File: src/rtl/upsample_pkg.sv
// upsample_pkg: shared defaults and FSM state encoding for the upsample block.
// The REPLAY states exist only when UPSAMPLE_ROW_REPEAT_EN is defined.
package upsample_pkg;

    localparam int UPS_DWIDTH_DEF  = 20;
    localparam int UPS_MAX_ROW_DEF = 64;
    localparam int UPS_LWIDTH_DEF  = 7;

`ifdef UPSAMPLE_ROW_REPEAT_EN
    typedef enum logic [2:0] {
        IDLE    = 3'd0,
        EMIT0   = 3'd1,
        EMIT1   = 3'd2,
        REPLAY0 = 3'd3,
        REPLAY1 = 3'd4
    } state_t;
`else
    typedef enum logic [1:0] {
        IDLE  = 2'd0,
        EMIT0 = 2'd1,
        EMIT1 = 2'd2
    } state_t;
`endif

endpackage

File: src/rtl/upsample_linebuf.sv
// upsample_linebuf: DEPTH x DWIDTH row store, one synchronous write port and
// one combinational read port. Contents are deliberately not reset.
// Out-of-range addresses are ignored on write and read back as zero.
module upsample_linebuf #(
    parameter int DWIDTH = 20,
    parameter int DEPTH  = 64,
    parameter int AWIDTH = 7
) (
    input  logic              clk,
    input  logic              i_we,
    input  logic [AWIDTH-1:0] i_waddr,
    input  logic [DWIDTH-1:0] i_wdata,
    input  logic [AWIDTH-1:0] i_raddr,
    output logic [DWIDTH-1:0] o_rdata
);

    localparam int IW = (DEPTH > 1) ? $clog2(DEPTH) : 1;

    logic [DWIDTH-1:0] r_mem [0:DEPTH-1];
    logic [IW-1:0]     w_widx;
    logic [IW-1:0]     w_ridx;
    logic              w_wok;
    logic              w_rok;

    assign w_wok   = (i_waddr < AWIDTH'(DEPTH));
    assign w_rok   = (i_raddr < AWIDTH'(DEPTH));
    assign w_widx  = i_waddr[IW-1:0];
    assign w_ridx  = i_raddr[IW-1:0];
    assign o_rdata = w_rok ? r_mem[w_ridx] : {DWIDTH{1'b0}};

    // Row storage write; no reset so the array maps onto plain memory.
    always_ff @(posedge clk) begin
        if (i_we && w_wok) begin
            r_mem[w_widx] <= i_wdata;
        end
    end

endmodule

File: src/rtl/upsample.sv
// upsample: 2x nearest-neighbour upsampler (each accepted word is emitted twice)
// with a bypass mode, valid/ready on both sides and a registered output stage.
// Build option: define UPSAMPLE_ROW_REPEAT_EN for 2D upsampling, where every
// completed row is replayed from a line buffer (each word twice again).
module upsample
    import upsample_pkg::*;
#(
    parameter int DWIDTH  = UPS_DWIDTH_DEF,
    parameter int MAX_ROW = UPS_MAX_ROW_DEF,
    parameter int LWIDTH  = UPS_LWIDTH_DEF
) (
    input  logic              clk,
    input  logic              reset_n,
    input  logic              en_upsample,
    input  logic [LWIDTH-1:0] row_len,
    input  logic [DWIDTH-1:0] data_in,
    input  logic              valid_in,
    output logic              ready_in,
    output logic [DWIDTH-1:0] data_out,
    output logic              valid_out,
    input  logic              ready_out
);

    state_t            r_state;
    state_t            w_state_nxt;
    logic [DWIDTH-1:0] r_data;
    logic [DWIDTH-1:0] w_data_nxt;
    logic              r_valid;
    logic              w_valid_nxt;
    logic              w_ready_in;
    logic              w_in_xfer;
    logic              w_out_xfer;
    logic              w_row_end;

    assign w_out_xfer = r_valid & ready_out;
    assign w_in_xfer  = valid_in & w_ready_in;
    assign ready_in   = w_ready_in;
    assign data_out   = r_data;
    assign valid_out  = r_valid;

`ifdef UPSAMPLE_ROW_REPEAT_EN
    localparam logic [LWIDTH-1:0] LEN_ONE = {{(LWIDTH-1){1'b0}}, 1'b1};
    localparam logic [LWIDTH-1:0] LEN_MAX = LWIDTH'(MAX_ROW);

    logic [LWIDTH-1:0] r_col;
    logic [LWIDTH-1:0] w_col_nxt;
    logic [LWIDTH-1:0] r_len;
    logic [LWIDTH-1:0] w_len_nxt;
    logic [LWIDTH-1:0] r_rep;
    logic [LWIDTH-1:0] w_rep_nxt;
    logic [LWIDTH-1:0] w_buf_raddr;
    logic [DWIDTH-1:0] w_buf_rdata;
    logic              w_buf_we;

    // Row length as latched: zero means one pixel, oversize rows are capped.
    function automatic logic [LWIDTH-1:0] clamp_len(input logic [LWIDTH-1:0] len);
        logic [LWIDTH-1:0] res;
        if (len == {LWIDTH{1'b0}}) begin
            res = LEN_ONE;
        end else if (len > LEN_MAX) begin
            res = LEN_MAX;
        end else begin
            res = len;
        end
        return res;
    endfunction

    // r_col counts words already taken for this row, so the row is complete
    // once it reaches the latched length.
    assign w_row_end = (r_col == r_len);
    // Only upsampled words belong to a row; bypassed words never touch the buffer.
    assign w_buf_we  = w_in_xfer & en_upsample;

    upsample_linebuf #(
        .DWIDTH (DWIDTH),
        .DEPTH  (MAX_ROW),
        .AWIDTH (LWIDTH)
    ) u_linebuf (
        .clk     (clk),
        .i_we    (w_buf_we),
        .i_waddr (r_col),
        .i_wdata (data_in),
        .i_raddr (w_buf_raddr),
        .o_rdata (w_buf_rdata)
    );

    // Replay read address: entry 0 when a row starts replaying, else the next entry.
    always_comb begin
        w_buf_raddr = {LWIDTH{1'b0}};
        if (r_state == REPLAY1) begin
            w_buf_raddr = r_rep + LEN_ONE;
        end else begin
            w_buf_raddr = {LWIDTH{1'b0}};
        end
    end
`else
    logic w_unused_cfg;

    assign w_row_end    = 1'b0;
    assign w_unused_cfg = (^row_len) | (MAX_ROW == 0);
`endif

    // Input-side ready: held low during reset, while a copy is pending and during replay.
    always_comb begin
        w_ready_in = 1'b0;
        if (!reset_n) begin
            w_ready_in = 1'b0;
        end else begin
            case (r_state)
                IDLE:    w_ready_in = ~r_valid | ready_out;
                EMIT0:   w_ready_in = 1'b0;
                EMIT1:   w_ready_in = ready_out & ~w_row_end;
                default: w_ready_in = 1'b0;
            endcase
        end
    end

    // Next-state and output-register logic; en_upsample is consulted only when a word is taken.
    always_comb begin
        w_state_nxt = r_state;
        w_data_nxt  = r_data;
        w_valid_nxt = r_valid;
`ifdef UPSAMPLE_ROW_REPEAT_EN
        w_col_nxt   = r_col;
        w_len_nxt   = r_len;
        w_rep_nxt   = r_rep;
        if (w_buf_we) begin
            w_col_nxt = r_col + LEN_ONE;
            if (r_col == {LWIDTH{1'b0}}) begin
                w_len_nxt = clamp_len(row_len);
            end else begin
                w_len_nxt = r_len;
            end
        end else begin
            w_col_nxt = r_col;
        end
`endif
        case (r_state)
            IDLE: begin
                if (w_in_xfer) begin
                    w_data_nxt  = data_in;
                    w_valid_nxt = 1'b1;
                    w_state_nxt = en_upsample ? EMIT0 : IDLE;
                end else if (w_out_xfer) begin
                    w_valid_nxt = 1'b0;
                end else begin
                    w_valid_nxt = r_valid;
                end
            end
            EMIT0: begin
                if (w_out_xfer) begin
                    w_state_nxt = EMIT1;
                end else begin
                    w_state_nxt = EMIT0;
                end
            end
            EMIT1: begin
                if (w_out_xfer && w_row_end) begin
`ifdef UPSAMPLE_ROW_REPEAT_EN
                    w_data_nxt  = w_buf_rdata;
                    w_rep_nxt   = {LWIDTH{1'b0}};
                    w_state_nxt = REPLAY0;
`else
                    w_valid_nxt = 1'b0;
                    w_state_nxt = IDLE;
`endif
                end else if (w_in_xfer) begin
                    w_data_nxt  = data_in;
                    w_state_nxt = en_upsample ? EMIT0 : IDLE;
                end else if (w_out_xfer) begin
                    w_valid_nxt = 1'b0;
                    w_state_nxt = IDLE;
                end else begin
                    w_state_nxt = EMIT1;
                end
            end
`ifdef UPSAMPLE_ROW_REPEAT_EN
            REPLAY0: begin
                if (w_out_xfer) begin
                    w_state_nxt = REPLAY1;
                end else begin
                    w_state_nxt = REPLAY0;
                end
            end
            REPLAY1: begin
                if (w_out_xfer) begin
                    if (r_rep == (r_len - LEN_ONE)) begin
                        w_valid_nxt = 1'b0;
                        w_col_nxt   = {LWIDTH{1'b0}};
                        w_state_nxt = IDLE;
                    end else begin
                        w_rep_nxt   = r_rep + LEN_ONE;
                        w_data_nxt  = w_buf_rdata;
                        w_state_nxt = REPLAY0;
                    end
                end else begin
                    w_state_nxt = REPLAY1;
                end
            end
`endif
            default: begin
                w_valid_nxt = 1'b0;
                w_state_nxt = IDLE;
            end
        endcase
    end

    // FSM state and output register; reset drops any pair in flight.
    always_ff @(posedge clk or negedge reset_n) begin
        if (!reset_n) begin
            r_state <= IDLE;
            r_data  <= {DWIDTH{1'b0}};
            r_valid <= 1'b0;
        end else begin
            r_state <= w_state_nxt;
            r_data  <= w_data_nxt;
            r_valid <= w_valid_nxt;
        end
    end

`ifdef UPSAMPLE_ROW_REPEAT_EN
    // Row bookkeeping: column counter, latched row length, replay index.
    always_ff @(posedge clk or negedge reset_n) begin
        if (!reset_n) begin
            r_col <= {LWIDTH{1'b0}};
            r_len <= LEN_ONE;
            r_rep <= {LWIDTH{1'b0}};
        end else begin
            r_col <= w_col_nxt;
            r_len <= w_len_nxt;
            r_rep <= w_rep_nxt;
        end
    end
`endif

endmodule
File: config.mk
export PLATFORM = sky130hd
export DESIGN_NAME = upsample
export DESIGN_NICKNAME = d
export VERILOG_FILES = /design/src/rtl/upsample_pkg.sv /design/src/rtl/upsample_linebuf.sv /design/src/rtl/upsample.sv
export SDC_FILE = /design/constraint.sdc
export NUM_CORES = 1
export LEC_CHECK = 0
export ABC_AREA = 1
export CAP_MARGIN = 20
export CORE_ASPECT_RATIO = 0.9
export CORE_UTILIZATION = 40
export DETAILED_ROUTE_END_ITERATION = 7
export PLACE_DENSITY = 0.82
export SLEW_MARGIN = 30
export SYNTH_ARGS = -nofsm -noshare
export SYNTH_HDL_FRONTEND = slang
export SYNTH_SLANG_ARGS = --single-unit
File: constraint.sdc
create_clock -name clk -period 2.76 [get_ports clk]
set_clock_uncertainty 0.1 [all_clocks]
set_input_delay 0.552 -clock clk [delete_from_list [all_inputs] [get_ports clk]]
set_output_delay 0.552 -clock clk [all_outputs]
set_load 0.03 [all_outputs]
==> key figures, run 1 <==
Logic synthesis
  – Net Count, Synth: approximately 150
  – Synth cell types: 14
  – Synth Cell Area: about 950 sq um
  – Flip-flop and latch count after synthesis: 23
  – Avg Cell Area, Syn: around 8.4 sq um
  – Sequential fraction of the synthesis area: between 60 and 70%
  – Synth top area cells: dfrtp_1 (60%), nand2_1 (27%), buf_6 (2.4%)
  – Post-Synthesis Cells: about 110
  – Yosys top cell by area: dfrtp_1
  – Yosys top cell area share: between 60% and 70%
  – Ys Warns: 0

Critical path
  – R2R depth: 4
  – Worst EP required: 2.11 ns
  – Crit Path Category: input port to primary output
  – R2r setup slk: roughly 1.2 ns
  – CP Max Fanout: 2
  – Reg2reg end: r_state[1]
  – Arr. time, crit path: approximately 1.5 ns
  – RR Startpoint: r_state[0]
  – Crit end category: primary output
  – CP startpoint kind: input port

Min path
  – Hold path start: data_out[1]
  – Hold Crit Depth: 2
  – Hold Path End: data_out[1]
  – Worst Hold Class: flop to flop

Power
  – Power per cell area: 1189 mW/mm^2
  – Max VDD drop: between 0.0009 and 0.001 V
  – Pleak: between 0.0007 and 0.0008 uW

Route
  – Final ANT Viol Nets: 0
  – DRT Pass-1 Iters: 4
  – Drt drc: 0
  – Via count: 874
  – DRT iter0 DRCs: 11
  – Drt wl/cell: between 10 and 15 um
  – Via density per instance: between 4 and 5
  – DRT Wirelength: 2163 um

Clock network
  – CTS tree: yes
  – Clk sink count: 23
  – PostCTS Resize Cnt: 0
  – Depth of the CTS H-tree: 1
  – Worst skew pair latency: approximately 0.31 ns
  – Max clock buf depth: 2
  – Clock transition at the registers of the reported paths: 0.12 ns
  – Root buffer cell: clkbuf_4
  – Post-CTS Hold Fix Bufs: 0
  – Num CTS Buffers: 3
  – Post-CTS Setup Inserts: 0

Die
  – Die area: roughly 0.0026 sq mm
  – Initial Utilization: a little over two fifths
  – Placement row count: 16
  – I/O Pins: 54
  – Die W: between 50 and 60 um
  – Die Ht: between 40 and 50 um
  – Core box area: roughly 0.0022 sq mm

Final layout
  – Commonest non-fill, non-tap cell in the layout: nand2_1
  – Commonest cells after routing, fill and taps aside: nand2_1 (68), clkdlybuf4s50_1 (45), dfrtp_1 (23), inv_1 (6), nor2_1 (5)
  – Antenna cells: 0
  – Area Growth Syn to Fin: 52.43%
  – Final core utilization: 65.48%
  – Final layout net count: ~200
  – Share of layout cells above drive strength 1: 5.556%

Global route
  – Initial antenna violation count: 0
  – Number of global-route vias before repair: approximately 880
  – Total gr overflow: 0
  – First-pass GRT wire length: 3463 um
  – Pin count of the biggest net entering global routing: 24
  – GRT Overall Usage: a little under a fifth

Job
  – Maxcap violations: 0

STA
  – Pins Over Slew Limit: 0
  – F_max: 466.1 MHz
  – RSZ-0062 raised after global routing: no
  – Endpoints failing setup: 0
  – Final hold vios: 0
  – Slew margin rel.: 76.56%
  – Pin slew with the least headroom to its limit: about 0.35 ns
  – Final setup TNS: 0 ns
  – Minimum clock period: approximately 2.1 ns
  – Final period utilization: between 70 and 80%

Run status
  – Outcome: finished, final reports clean

Place
  – Port Buffers: 46
  – Final estimated routing congestion in global placement: about 0.73
  – Post-DP HPWL: roughly 1600 um
[layer usage]
layer | global-route usage (%) | vias to the layer above | wire length [um]
met5 | 0 | - | 0
met4 | 8.772 | 0 | 46
met3 | 5.031 | 6 | 101
met2 | 32.50 | 27 | 1089
met1 | 19.42 | 407 | 925
li1 | - | 434 | -
[sequential cells by signal (all words and copies together) (netlist names)]
signal,flops
data_out,20
r_state,2
valid_out,1
[cell type report]
cell class                 count  area, sq um
clock buffer                   4        26.28
fill                         195        767.0
inverter                       7        26.28
multi-input combinational     80        320.3
sequential                    23        575.6
tap                           27        33.78
timing repair buffer          48        473.0
[cell families (layout without fill, tap and decap cells)]
group | count (synthesis) | in the layout | share of synthesized area, %
buffers and inverters | 11 | 59 | 6.159
AO/OA/AOI/OAI | 4 | 4 | 2.621
AND/OR/NAND/NOR | 76 | 76 | 30.93
flip-flops | 23 | 23 | 60.29
[how the worst max path moves through the flow]
stage / start / to / cells after the start
global route: reset_n / ready_in / 5
global placement: reset_n / r_state[1] / 6
floorplan: reset_n / ready_in / 3
CTS: reset_n / ready_in / 5
detailed placement: reset_n / r_state[1] / 6
finish: reset_n / ready_in / 5
[critical path, cell delays in order]
cell,delay (ns)
clkdlybuf4s50_1,0.47
inv_1,0.04
nor2_1,0.13
and2_1,0.14
buf_4,0.15
[cells in the mapped netlist]
library cell  number
buf_2              2
inv_2              1
o21ai_0            1
buf_6              2
nand3_2            1
o21ai_2            1
and2_1             1
inv_1              6
nand3_1            1
a21oi_1            1
o22ai_1            1
dfrtp_1           23
nor2_1             5
nand2_1           68
[through the flow]
stage / hold WS [ns] / power, uW / worst slack [ns] / cell area [sq um] / std cells
finish: 0.3942 / 1730 / 0.6148 / 1455 / 189
global route: 0.4181 / 1831 / 0.5646 / 1455 / 189
CTS: 0.3959 / 1745 / 0.5992 / 1455 / 189
detailed placement: 0.3651 / 1587 / 0.5236 / 1429 / 185
global placement: 0.3612 / 1559 / 0.5744 / 1429 / 185
floorplan: 0.1564 / 1168 / 1.103 / 954.7 / 114
[power breakdown]
group / switching (uW) / total, uW / internal, uW
Sequential: 105 / 606 / 502
Combinational: 571 / 969 / 398
Clock: 98.5 / 155 / 56.5
Total: 774 / 1730 / 956
Note: power is estimated with default switching activity, not from simulation.
==> inputs of run 2 (changes only) <==
--- a/config.mk
+++ b/config.mk
@@ -8,9 +8,9 @@
 export ABC_AREA = 1
 export CAP_MARGIN = 20
 export CORE_ASPECT_RATIO = 0.9
-export CORE_UTILIZATION = 40
+export CORE_UTILIZATION = 37
 export DETAILED_ROUTE_END_ITERATION = 7
-export PLACE_DENSITY = 0.82
+export PLACE_DENSITY = 0.77
 export SLEW_MARGIN = 30
 export SYNTH_ARGS = -nofsm -noshare
 export SYNTH_HDL_FRONTEND = slang
==> constraint.sdc (replaced) <==
create_clock -name clk -period 2 [get_ports clk]
set_clock_uncertainty 0.1 [all_clocks]
set_input_delay 0.4 -clock clk [delete_from_list [all_inputs] [get_ports clk]]
set_output_delay 0.4 -clock clk [all_outputs]
set_load 0.03 [all_outputs]
==> key figures, run 2 (synthesized netlist as in run 1, its figures left out) <==
Run status
  – Outcome: finished, final reports clean

Job
  – Maxcap violations: 0

Critical path
  – Stages on worst setup path: 1
  – Crit end category: primary output
  – Setup crit start: valid_out
  – R2R depth: 4
  – R2r setup slk: 0.52 ns
  – RR Startpoint: r_state[1]
  – CP endpoint: valid_out
  – Worst EP required: ~1.5 ns
  – Critical path's largest stage delay: just under 0.7 ns
  – Reg2reg end: r_state[1]
  – Cell Chain, Critical Path: clkdlybuf4s50_1
  – CP delay by family, top: buffers and inverters
  – Arr. time, crit path: 1.41 ns
  – Crit path buf inv count: 1
  – Slowest library cell on the worst path: clkdlybuf4s50_1
  – Crit Path Category: flop to primary output
  – CP startpoint kind: flop
  – CP Max Fanout: 4

STA
  – Pin slew with the least headroom to its limit: between 0.3 and 0.4 ns
  – Worst hold slack: about 0.37 ns
  – Minimum clock period: approximately 1.9 ns
  – Final hold vios: 0
  – Endpoints failing setup: 0
  – Final setup TNS: 0 ns
  – Final period utilization: 95.68%
  – Slew margin rel.: roughly three quarters
  – RSZ-0062 raised after global routing: no
  – Pins Over Slew Limit: 0
  – F_max: about 520 MHz

Power
  – Max VDD drop: between 0.0009 and 0.001 V
  – Power per cell area: between 1500 and 2000 mW/mm^2
  – Design Power: approximately 2400 uW
  – Pleak: 0.0007392 uW

Global route
  – Total gr overflow: 0
  – Pin count of the biggest net entering global routing: 24
  – GRT Overall Usage: approximately 17%
  – Number of global-route vias before repair: a little over 800
  – Initial antenna violation count: 0
  – First-pass GRT wire length: between 3000 and 4000 um

Place
  – Final estimated routing congestion in global placement: between 0.6 and 0.7
  – Port Buffers: 46
  – Post-DP HPWL: 1537 um
  – Placed Instances: around 190

Die
  – Die W: approximately 56 um
  – Die area: 0.002788 sq mm
  – Core box area: 0.002446 sq mm
  – I/O Pins: 54
  – Initial Utilization: about two fifths
  – Placement row count: 17
  – Die Ht: between 50 and 60 um

Clock network
  – CTS tree: yes
  – PostCTS Resize Cnt: 0
  – Root buffer cell: clkbuf_4
  – Num CTS Buffers: 3
  – Post-CTS Setup Inserts: 0
  – Max clock buf depth: 2
  – Post-CTS Hold Fix Bufs: 0
  – Depth of the CTS H-tree: 1
  – Clk sink count: 23
  – Clock transition at the registers of the reported paths: 0.13 ns
  – Worst skew pair latency: 0.30 ns

Final layout
  – Storage element area: 575.6 sq um
  – Multi-input logic area: 320.3 sq um
  – Share of layout cells above drive strength 1: ~6%
  – Max reg flops: 20
  – Fill count: 226
  – Commonest non-fill, non-tap cell in the layout: nand2_1
  – Final core utilization: between 50% and 60%
  – Final layout net count: 195
  – Commonest cells after routing, fill and taps aside: nand2_1 (68), clkdlybuf4s50_1 (45), dfrtp_1 (23), inv_1 (6), nor2_1 (5)
  – Finished Layout Cells: 190
  – Area Growth Syn to Fin: 52.69%
  – Antenna cells: 0

Route
  – DRT iter0 DRCs: 4
  – Drt wl/cell: approximately 11 um
  – Via density per instance: 4.526
  – Drt drc: 0
  – DRT Pass-1 Iters: 4
  – Via count: 860
  – DRT Wirelength: between 2000 and 2500 um
  – Final ANT Viol Nets: 0

Min path
  – Worst Hold Class: input port to async pin
run 2: cell types whose count changed in the layout (fill, tap and decap cells not counted):
cell	change
clkbuf_1	-1
clkinv_2	+1
run 2: where the power goes:
part           internal [uW]  switching, uW
Combinational            549            786
Clock                   74.5            138
Sequential               692            142
Total                   1320           1070
run 2: worst min-delay path by stage:
stage / slack [ns] / to / cells after the start / start
floorplan: 0.004 / data_out[0] / 0 / reset_n
global placement: 0.36 / data_out[16] / 2 / data_out[16]
detailed placement: 0.36 / data_out[17] / 2 / data_out[17]
CTS: 0.38 / data_out[0] / 2 / reset_n
global route: 0.38 / data_out[3] / 2 / reset_n
finish: 0.37 / data_out[0] / 2 / reset_n
run 2: area by class of cell:
type                       instances  area share [%]
clock buffer                       3           1.545
inverter                           7           1.803
timing repair buffer              48           32.45
tap                               28           2.403
clock inverter                     1          0.3433
sequential                        23           39.48
multi-input combinational         80           21.97
run 2: layer usage:
metal	GRT usage, %	part of all wire [%]	wire, um
met1	22.65	45	960
met2	26.51	49	1046
met3	3.866	5.6	119
met4	5.000	0.61	13
met5	0	0	0
run 2: metrics by stage:
stage / setup WS, ns / cell area, sq um
floorplan: 0.5160 / 954.7
global placement: 0.1027 / 1430
detailed placement: 0.05238 / 1430
CTS: 0.08344 / 1458
global route: 0.03885 / 1458
finish: 0.08649 / 1458
